--- src/rtl/shift_reg_seq_if.sv ---
// shift_reg_seq_if: command/data bundle for the universal shift register
interface shift_reg_seq_if #(parameter int WIDTH = 8);
  localparam int CNT_W = $clog2(WIDTH + 1);
  logic             cmd_valid;
  logic             cmd_ready;
  logic [2:0]       cmd_mode;
  logic [CNT_W-1:0] cmd_count;
  logic             abort;
  logic             s_in;
  logic [WIDTH-1:0] p_in;
  logic [WIDTH-1:0] p_out;
  logic             s_out;
  logic             busy;
  logic             done;
  modport master (output cmd_valid, cmd_mode, cmd_count, abort, s_in, p_in,
                  input  cmd_ready, p_out, s_out, busy, done);
  modport slave  (input  cmd_valid, cmd_mode, cmd_count, abort, s_in, p_in,
                  output cmd_ready, p_out, s_out, busy, done);
endinterface

--- src/rtl/shift_reg_seq.sv ---
// shift_reg_seq: command-driven universal shift register, one bit per clock
module shift_reg_seq #(
  parameter int WIDTH = 8
) (
  input logic            clk,
  input logic            rst,
  shift_reg_seq_if.slave bus
);
  localparam int CNT_W = $clog2(WIDTH + 1);
  localparam logic [2:0] M_NOP = 3'b000, M_SHR = 3'b001, M_SHL = 3'b010, M_LOAD = 3'b011;
  localparam logic [2:0] M_ROR = 3'b100, M_ROL = 3'b101, M_ASR = 3'b110, M_CLR = 3'b111;
  typedef enum logic {IDLE, BUSY} state_t;
  state_t           r_state, w_state_nx;
  logic [WIDTH-1:0] r_p, w_p_nx, w_stp;
  logic             r_s, w_s_nx, w_sbit;
  logic [CNT_W-1:0] r_rem, w_rem_nx;
  logic [2:0]       r_mode, w_mode_nx, w_smode;
  logic             r_done, w_done_nx;
  logic             w_acc, w_shift_cmd;
  assign bus.cmd_ready = (r_state == IDLE) && !rst;
  assign bus.p_out     = r_p;
  assign bus.s_out     = r_s;
  assign bus.busy      = (r_state == BUSY);
  assign bus.done      = r_done;
  assign w_acc         = bus.cmd_valid && bus.cmd_ready;
  assign w_smode       = (r_state == IDLE) ? bus.cmd_mode : r_mode;
  assign w_shift_cmd   = (bus.cmd_mode != M_NOP) && (bus.cmd_mode != M_LOAD) && (bus.cmd_mode != M_CLR);
  // one single-bit step of the active mode applied to the current contents
  always_comb begin
    w_stp  = (w_smode == M_SHR) ? {bus.s_in, r_p[WIDTH-1:1]} :
             (w_smode == M_SHL) ? {r_p[WIDTH-2:0], bus.s_in} :
             (w_smode == M_ROR) ? {r_p[0], r_p[WIDTH-1:1]} :
             (w_smode == M_ROL) ? {r_p[WIDTH-2:0], r_p[WIDTH-1]} :
                                  {r_p[WIDTH-1], r_p[WIDTH-1:1]};
    w_sbit = (w_smode == M_SHL || w_smode == M_ROL) ? r_p[WIDTH-1] : r_p[0];
  end
  // next-state: accept in IDLE, step/abort in BUSY
  always_comb begin
    w_state_nx = r_state;
    w_p_nx     = r_p;
    w_s_nx     = r_s;
    w_rem_nx   = r_rem;
    w_mode_nx  = r_mode;
    w_done_nx  = 1'b0;
    if (r_state == BUSY) begin
      if (bus.abort) begin
        w_state_nx = IDLE;
        w_rem_nx   = '0;
      end else begin
        w_p_nx   = w_stp;
        w_s_nx   = w_sbit;
        w_rem_nx = r_rem - CNT_W'(1);
        if (r_rem == CNT_W'(1)) begin
          w_state_nx = IDLE;
          w_done_nx  = 1'b1;
        end
      end
    end else if (w_acc) begin
      w_mode_nx = bus.cmd_mode;
      w_done_nx = 1'b1;
      if (bus.cmd_mode == M_LOAD) w_p_nx = bus.p_in;
      else if (bus.cmd_mode == M_CLR) w_p_nx = '0;
      else if (w_shift_cmd && bus.cmd_count != '0) begin
        w_p_nx   = w_stp;
        w_s_nx   = w_sbit;
        w_rem_nx = bus.cmd_count - CNT_W'(1);
        if (bus.cmd_count > CNT_W'(1)) begin
          w_state_nx = BUSY;
          w_done_nx  = 1'b0;
        end
      end
    end
  end
  // state and datapath registers, reset wins over everything
  always_ff @(posedge clk) begin
    if (rst) begin
      r_state <= IDLE;
      r_p     <= '0;
      r_s     <= 1'b0;
      r_rem   <= '0;
      r_mode  <= M_NOP;
      r_done  <= 1'b0;
    end else begin
      r_state <= w_state_nx;
      r_p     <= w_p_nx;
      r_s     <= w_s_nx;
      r_rem   <= w_rem_nx;
      r_mode  <= w_mode_nx;
      r_done  <= w_done_nx;
    end
  end
endmodule

--- src/flat_wrapper.sv ---
// flat-port wrapper written by rule: the top's interface ports become plain ports
module shift_reg_seq_flat 
#(
  parameter int WIDTH = 8
)
  (clk, rst, bus_cmd_valid, bus_cmd_mode, bus_cmd_count, bus_abort, bus_s_in, bus_p_in, bus_cmd_ready, bus_p_out, bus_s_out, bus_busy, bus_done);
  shift_reg_seq_if #(.WIDTH(WIDTH)) bus_i ();
  input logic clk;
  input logic rst;
  input wire logic [$bits(bus_i.cmd_valid)-1:0] bus_cmd_valid;
  input wire logic [$bits(bus_i.cmd_mode)-1:0] bus_cmd_mode;
  input wire logic [$bits(bus_i.cmd_count)-1:0] bus_cmd_count;
  input wire logic [$bits(bus_i.abort)-1:0] bus_abort;
  input wire logic [$bits(bus_i.s_in)-1:0] bus_s_in;
  input wire logic [$bits(bus_i.p_in)-1:0] bus_p_in;
  output wire logic [$bits(bus_i.cmd_ready)-1:0] bus_cmd_ready;
  output wire logic [$bits(bus_i.p_out)-1:0] bus_p_out;
  output wire logic [$bits(bus_i.s_out)-1:0] bus_s_out;
  output wire logic [$bits(bus_i.busy)-1:0] bus_busy;
  output wire logic [$bits(bus_i.done)-1:0] bus_done;
  assign bus_i.cmd_valid = bus_cmd_valid;
  assign bus_i.cmd_mode = bus_cmd_mode;
  assign bus_i.cmd_count = bus_cmd_count;
  assign bus_i.abort = bus_abort;
  assign bus_i.s_in = bus_s_in;
  assign bus_i.p_in = bus_p_in;
  assign bus_cmd_ready = bus_i.cmd_ready;
  assign bus_p_out = bus_i.p_out;
  assign bus_s_out = bus_i.s_out;
  assign bus_busy = bus_i.busy;
  assign bus_done = bus_i.done;
  shift_reg_seq #(.WIDTH(WIDTH)) u_core (.clk(clk), .rst(rst), .bus(bus_i));
endmodule
--- config.mk ---
export PLATFORM = sky130hd
export DESIGN_NAME = shift_reg_seq_flat
export DESIGN_NICKNAME = d
export VERILOG_FILES = /design/src/rtl/shift_reg_seq_if.sv /design/src/rtl/shift_reg_seq.sv /design/src/flat_wrapper.sv
export SDC_FILE = /design/constraint.sdc
export NUM_CORES = 1
export LEC_CHECK = 0
export CORE_ASPECT_RATIO = 1.4
export CORE_MARGIN = 1
export CORE_UTILIZATION = 44
export DETAILED_ROUTE_END_ITERATION = 8
export GPL_ROUTABILITY_DRIVEN = 1
export PLACE_DENSITY = 0.75
export SLEW_MARGIN = 5
export SYNTH_ARGS = -nofsm -noshare
export SYNTH_HDL_FRONTEND = slang
export SYNTH_SLANG_ARGS = --single-unit
--- constraint.sdc ---
create_clock -name clk -period 2.01 [get_ports clk]
set_clock_uncertainty 0.15 [all_clocks]
set_input_delay 0.5025 -clock clk [delete_from_list [all_inputs] [get_ports clk]]
set_output_delay 0.5025 -clock clk [all_outputs]
set_load 0.02 [all_outputs]
After elaboration in Yosys (flattened, before gate mapping)
Cells that the tools add are included.
{ "word_totals": {"ramBits": 0, "latch_bits": 0, "word_cells": 78, "memories": 0, "reg_bits": 18, "mem_bits_ro": 0, "in_bits": 20} }
{ "op_classes": {"n_addsub": 2, "n_lt_le_gt_ge": 1, "shift": 0, "muxes": 40, "n_div": 0, "bitwise": 1, "n_mul": 0, "n_eq_ne": 12, "reduce_logical": 16} }
{ "ops": {"columns": ["operator", "count"], "rows": [
  ["8-bit 2-to-1 mux", 10],
  ["4-bit 2-to-1 mux", 6],
  ["1-bit 2-to-1 mux", 23],
  ["3-bit equality test (second input constant)", 3],
  ["4-bit nonzero test", 2],
  ["4-bit by 1-bit subtractor with 4-bit output (second input constant)", 2],
  ["3-bit by 2-bit equality test with 1-bit output (second input constant)", 2],
  ["1-bit logical AND", 5],
  ["5-bit AND reduction", 1],
  ["4-bit by 1-bit equality test with 1-bit output (second input constant)", 1],
  ["4-bit by 1-bit greater-than comparator with 1-bit output (second input constant)", 1],
  ["2-bit by 1-bit != test with 1-bit output (second input constant)", 2],
  ["4-bit AND reduction", 1],
  ["2-bit nonzero test", 2],
  ["3-bit by 1-bit equality test with 1-bit output (second input constant)", 1],
  ["3-bit 2-to-1 mux", 1],
  ["3-bit by 2-bit != test with 1-bit output (second input constant)", 1],
  ["3-bit != test (second input constant)", 1],
  ["3-bit AND reduction", 1],
  ["3-bit nonzero test", 1],
  ["2-bit != test (second input constant)", 1],
  ["2-bit AND reduction", 1],
  ["1-bit logical NOT", 1],
  ["1-bit logical OR", 1],
  ["1-bit inverter", 1]
]} }

Longest topological paths before layout
{ "depth": {"ltp_word": 11, "depth_mapped": 8} }

Worst setup path before layout
OpenSTA, ideal clock, no wires.
{ "synth_path": {"kind": "input -> register", "start": "in bus_cmd_count[1]", "end": "reg u_core.r_s, in the netlist u_core.bus.s_out", "slack_ps": -150, "n_path_buf": 1, "path_stages": 8, "arrival_ps": 1880, "path_cell_list": "inv_1 > ha_1 > or3b_1 > o2111ai_1 > nand2_1 > buf_4 > a21oi_1 > nor3_2"} }
{ "synth_between": {"elab_chain_len": 4} }
{ "synth_rtl": {"columns": ["item", "line", "rtl"], "rows": [
  ["start: declaration", "flat_wrapper.sv:12", "input wire logic [$bits(bus_i.cmd_count)-1:0] bus_cmd_count;"],
  ["4-bit nonzero test", "shift_reg_seq.sv:63", "else if (w_shift_cmd && bus.cmd_count != '0) begin"],
  ["1-bit logical AND", "shift_reg_seq.sv:63", null],
  ["2-bit nonzero test (no source line)", null, null],
  ["5-bit AND reduction (no source line)", null, null],
  ["end signal: assignment", "shift_reg_seq.sv:86", "r_s <= w_s_nx;"],
  ["end: declaration", "shift_reg_seq.sv:15", "logic r_s, w_s_nx, w_sbit;"]
]} }
Every way passes these cells.
A chain may end at the register's enable or synchronous reset.

Final worst setup path
{ "layout_path": {"start": "reg u_core.r_p[6], in the netlist u_core.bus.p_out[6]", "end": "out bus_p_out[6]"} }
{ "layout_rtl": {"columns": ["item", "line", "rtl"], "rows": [
  ["start: declaration", "shift_reg_seq.sv:14", "logic [WIDTH-1:0] r_p, w_p_nx, w_stp;"],
  ["start signal: assignment", "shift_reg_seq.sv:85", "r_p <= w_p_nx;"],
  ["end: declaration", "flat_wrapper.sv:17", "output wire logic [$bits(bus_i.p_out)-1:0] bus_p_out;"]
]} }
No word-level cell between the ends.

==> flow_summary_export.csv <==
group,metric,value,unit
worst_setup_path,worst-path-max-fanout,2,
placement,pre_cts_ws,-0.576,ns
final_layout,area_delta_synth_final,49.1,%
synthesis,synthCells,159,
synthesis,yosysMostFrequentCell,"nor2_1",
die,start_util,0.481,
run_status,status,"completed",
clock_tree,clk_latency,0.31,ns
sta,fin_crit_sh,0.987,
worst_setup_path,cp.arrival,1.33,ns
die,die-area,3170,um^2
sta,timing_worst_slew_pin_value,0.328,ns
final_layout,finalInstanceArea,1930,um^2
route,vias,1435,
worst_setup_path,r2r_start,"u_core.bus.busy",
sta,hold_viol_final,0,
clock_tree,hold_buffers,0,
synthesis,netlist_area,1300,um^2
job,cap_viol_max_count,0,
route,drtIter0Drc,34,
synthesis,syn_nets,184,
worst_setup_path,crit_path_max_incr_delay,0.62,ns
global_route,antenna_found_initial,0,
global_route,grt_pass1_vias,1381,
synthesis,synthTopCellsByCount,"19 x nor2_1, 18 x dfxtp_1, 16 x nand2_1",
synthesis,yosysSeqAreaShare,0.278,
route,dr.pass1.iters,4,
synthesis,synth_ff_type,"dfxtp_1",
global_route,globalRoute.totalOverflow,0,
clock_tree,cts_num_sinks,18,
worst_setup_path,worstSetupPathDepth,1,
synthesis,synth_top_area_cell,"dfxtp_1",
pwr,leakagePower,0.836,nW
route,viasPerCell,5.67,
sta,fin_crit,1.98,ns
synthesis,avgSynthCellArea,8.15,um^2
min_path,min_path_type,"reg2reg",
worst_setup_path,r2r_setup_slack,0.15,ns
sta,setup_viol_count_final,0,
synthesis,synth_top_area_share,0.278,
worst_setup_path,required,1.36,ns
worst_setup_path,cp-start-kind,"flip-flop",
pwr,ir_worst_vdd,448,uV
route,drc_errors,0,
synthesis,synth_cell_types,42,
clock_tree,cts_made_buffers,3,
synthesis,postSynth.asyncResetShare,0,
synthesis,synth_edf_count,0,
route,ant_nets,0,
sta,layout_setup_ws,0.0271,ns
sta,hold_ws,0.365,ns
clock_tree,cts-htree-levels,1,
die,die_h,66.2,um
clock_tree,root_buffer,"clkbuf_4",
sta,drv_slew,0,
sta,slew_headroom,0.781,
sta,timing.fmax,504,MHz
worst_setup_path,crit_chain,"clkdlybuf4s50_1",
worst_setup_path,worstSetupPathType,"reg2out",
placement,place_area,1840,um^2
final_layout,nets,243,
route,avgRoutedWirePerCell,14.6,um
worst_setup_path,crit_buf_inv,1,
pwr,power_density,557,nW/um^2
synthesis,yosys_warnings,0,
die,fp.coreArea,2700,um^2
placement,hpwl,2740,um
min_path,hp-start,"u_core.r_rem[2]",
worst_setup_path,r2r_cells,6,
die,num_io_pins,32,
die,die_x,47.9,um
clock_tree,cts_buffer_depth,2,
worst_setup_path,critPathSlowestCell,"clkdlybuf4s50_1",
global_route,grt_use_total,0.245,
clock_tree,tritoncts,"built",
global_route,grt_pass1_wl,5580,um
min_path,holdPathEnd,"u_core.r_rem[2]",
min_path,hold_path_depth,2,
worst_setup_path,crit_path_end_kind,"primary output",
placement,place.gp.congestion,0.818,
route,routed_wl,3690,um
worst_setup_path,r2r-end,"u_core.bus.p_out[5]",
synthesis,synth_area_leaders,"dfxtp_1 28%, nor2_1 5.5%, mux2i_4 5.2%, ha_1 4.8%, nand2_1 4.6%",
placement,io_buffer_count,31,
die,placementRows,22,
final_layout,n_antenna_cell,0,
final_layout,drive_above_1_share,0.263,
pwr,total_power,1.08,mW
global_route,grt_max_degree,22,
clock_tree,cts.clk_slew.worst_paths,0.12,ns
synthesis,synth.ff_latch_count,18,
worst_setup_path,crit_family,"buffers and inverters",
layout make-up:
class                   instances  area [um^2]
inverters                       8         30.0
well taps                      36         45.0
clock buffers                   4         36.3
repair buffers                 62          549
flip-flops and latches         18          364
fillers                       246          764
multi-input cells             125          908
how the worst max path moves through the flow:
stage / start / end / slack, ns
after floorplan: bus_cmd_count[0] / u_core.bus.s_out / 0.004
after global placement: bus_cmd_count[0] / u_core.bus.s_out / -0.48
after detailed placement: bus_cmd_count[0] / u_core.bus.s_out / -0.58
after CTS: bus_cmd_count[3] / u_core.bus.s_out / 0.001
after global routing: u_core.bus.p_out[2] / bus_p_out[2] / -0.008
final: u_core.bus.p_out[6] / bus_p_out[6] / 0.03
what timing repair did:
item	CTS	global route
gates cloned	1	0
endpoints found under the setup margin	18	15
pin swaps	2	3
buffers inserted	0	2
resized for setup	19	14
logic make-up after synthesis:
group                      share of synthesized area
and+or+nand+nor                                0.227
AOI/OAI and AO/OA                              0.287
DFF                                            0.278
buffers and inverters                         0.0637
muxes                                         0.0830
adders and majority gates                     0.0483
xor gates and xnor gates                      0.0135
routing by layer:
metal  routed length, um  global-route usage  vias to the layer above
met5                   0                   0                        -
met3                 139              0.0437                       10
met2                2000               0.454                       41
li1                    -                   -                      706
met4                  78               0.101                        0
met1                1470               0.250                      678
state kept, by name, indices dropped and copies added, names as in the netlist:
signal	cells
u_core.r_mode	3
u_core.bus.busy	1
u_core.bus.s_out	1
u_core.r_rem	4
u_core.bus.p_out	8
u_core.bus.done	1
metrics by stage:
stage / TNS [ns] / instances / util
floorplan: 0 / 159 / -
global placement: -6.22 / 246 / 0.684
detailed placement: -7.41 / 246 / 0.684
CTS: 0 / 251 / 0.704
global route: -0.00839 / 253 / 0.717
finish: 0 / 253 / 0.717
report_power, final:
group          total [mW]  switching, mW  internal [mW]  leakage [nW]
sequential          0.424         0.0371          0.387         0.148
clock               0.234          0.124          0.111        0.0210
combinational       0.419          0.204          0.215         0.666
total                1.08          0.364          0.713         0.836
cells in the final DEF (no fill, tap or decap), types with 3 or more instances in the layout:
| cell | count |
|---|---|
| clkdlybuf4s50_1 | 16 |
| dlygate4sd2_1 | 5 |
| clkbuf_4 | 3 |
| mux2i_1 | 4 |
| dfxtp_1 | 17 |
| inv_1 | 5 |
| nor2_1 | 19 |
| o32ai_1 | 5 |
| a21oi_1 | 9 |
| a311oi_1 | 6 |
| buf_4 | 30 |
| inv_2 | 3 |
| dlymetal6s2s_1 | 7 |
| o21ai_0 | 8 |
| nor3b_1 | 5 |
| mux2i_4 | 3 |
| nand2_1 | 15 |
| a31oi_1 | 7 |
| ha_1 | 5 |
(Power assumes the default switching activity.)
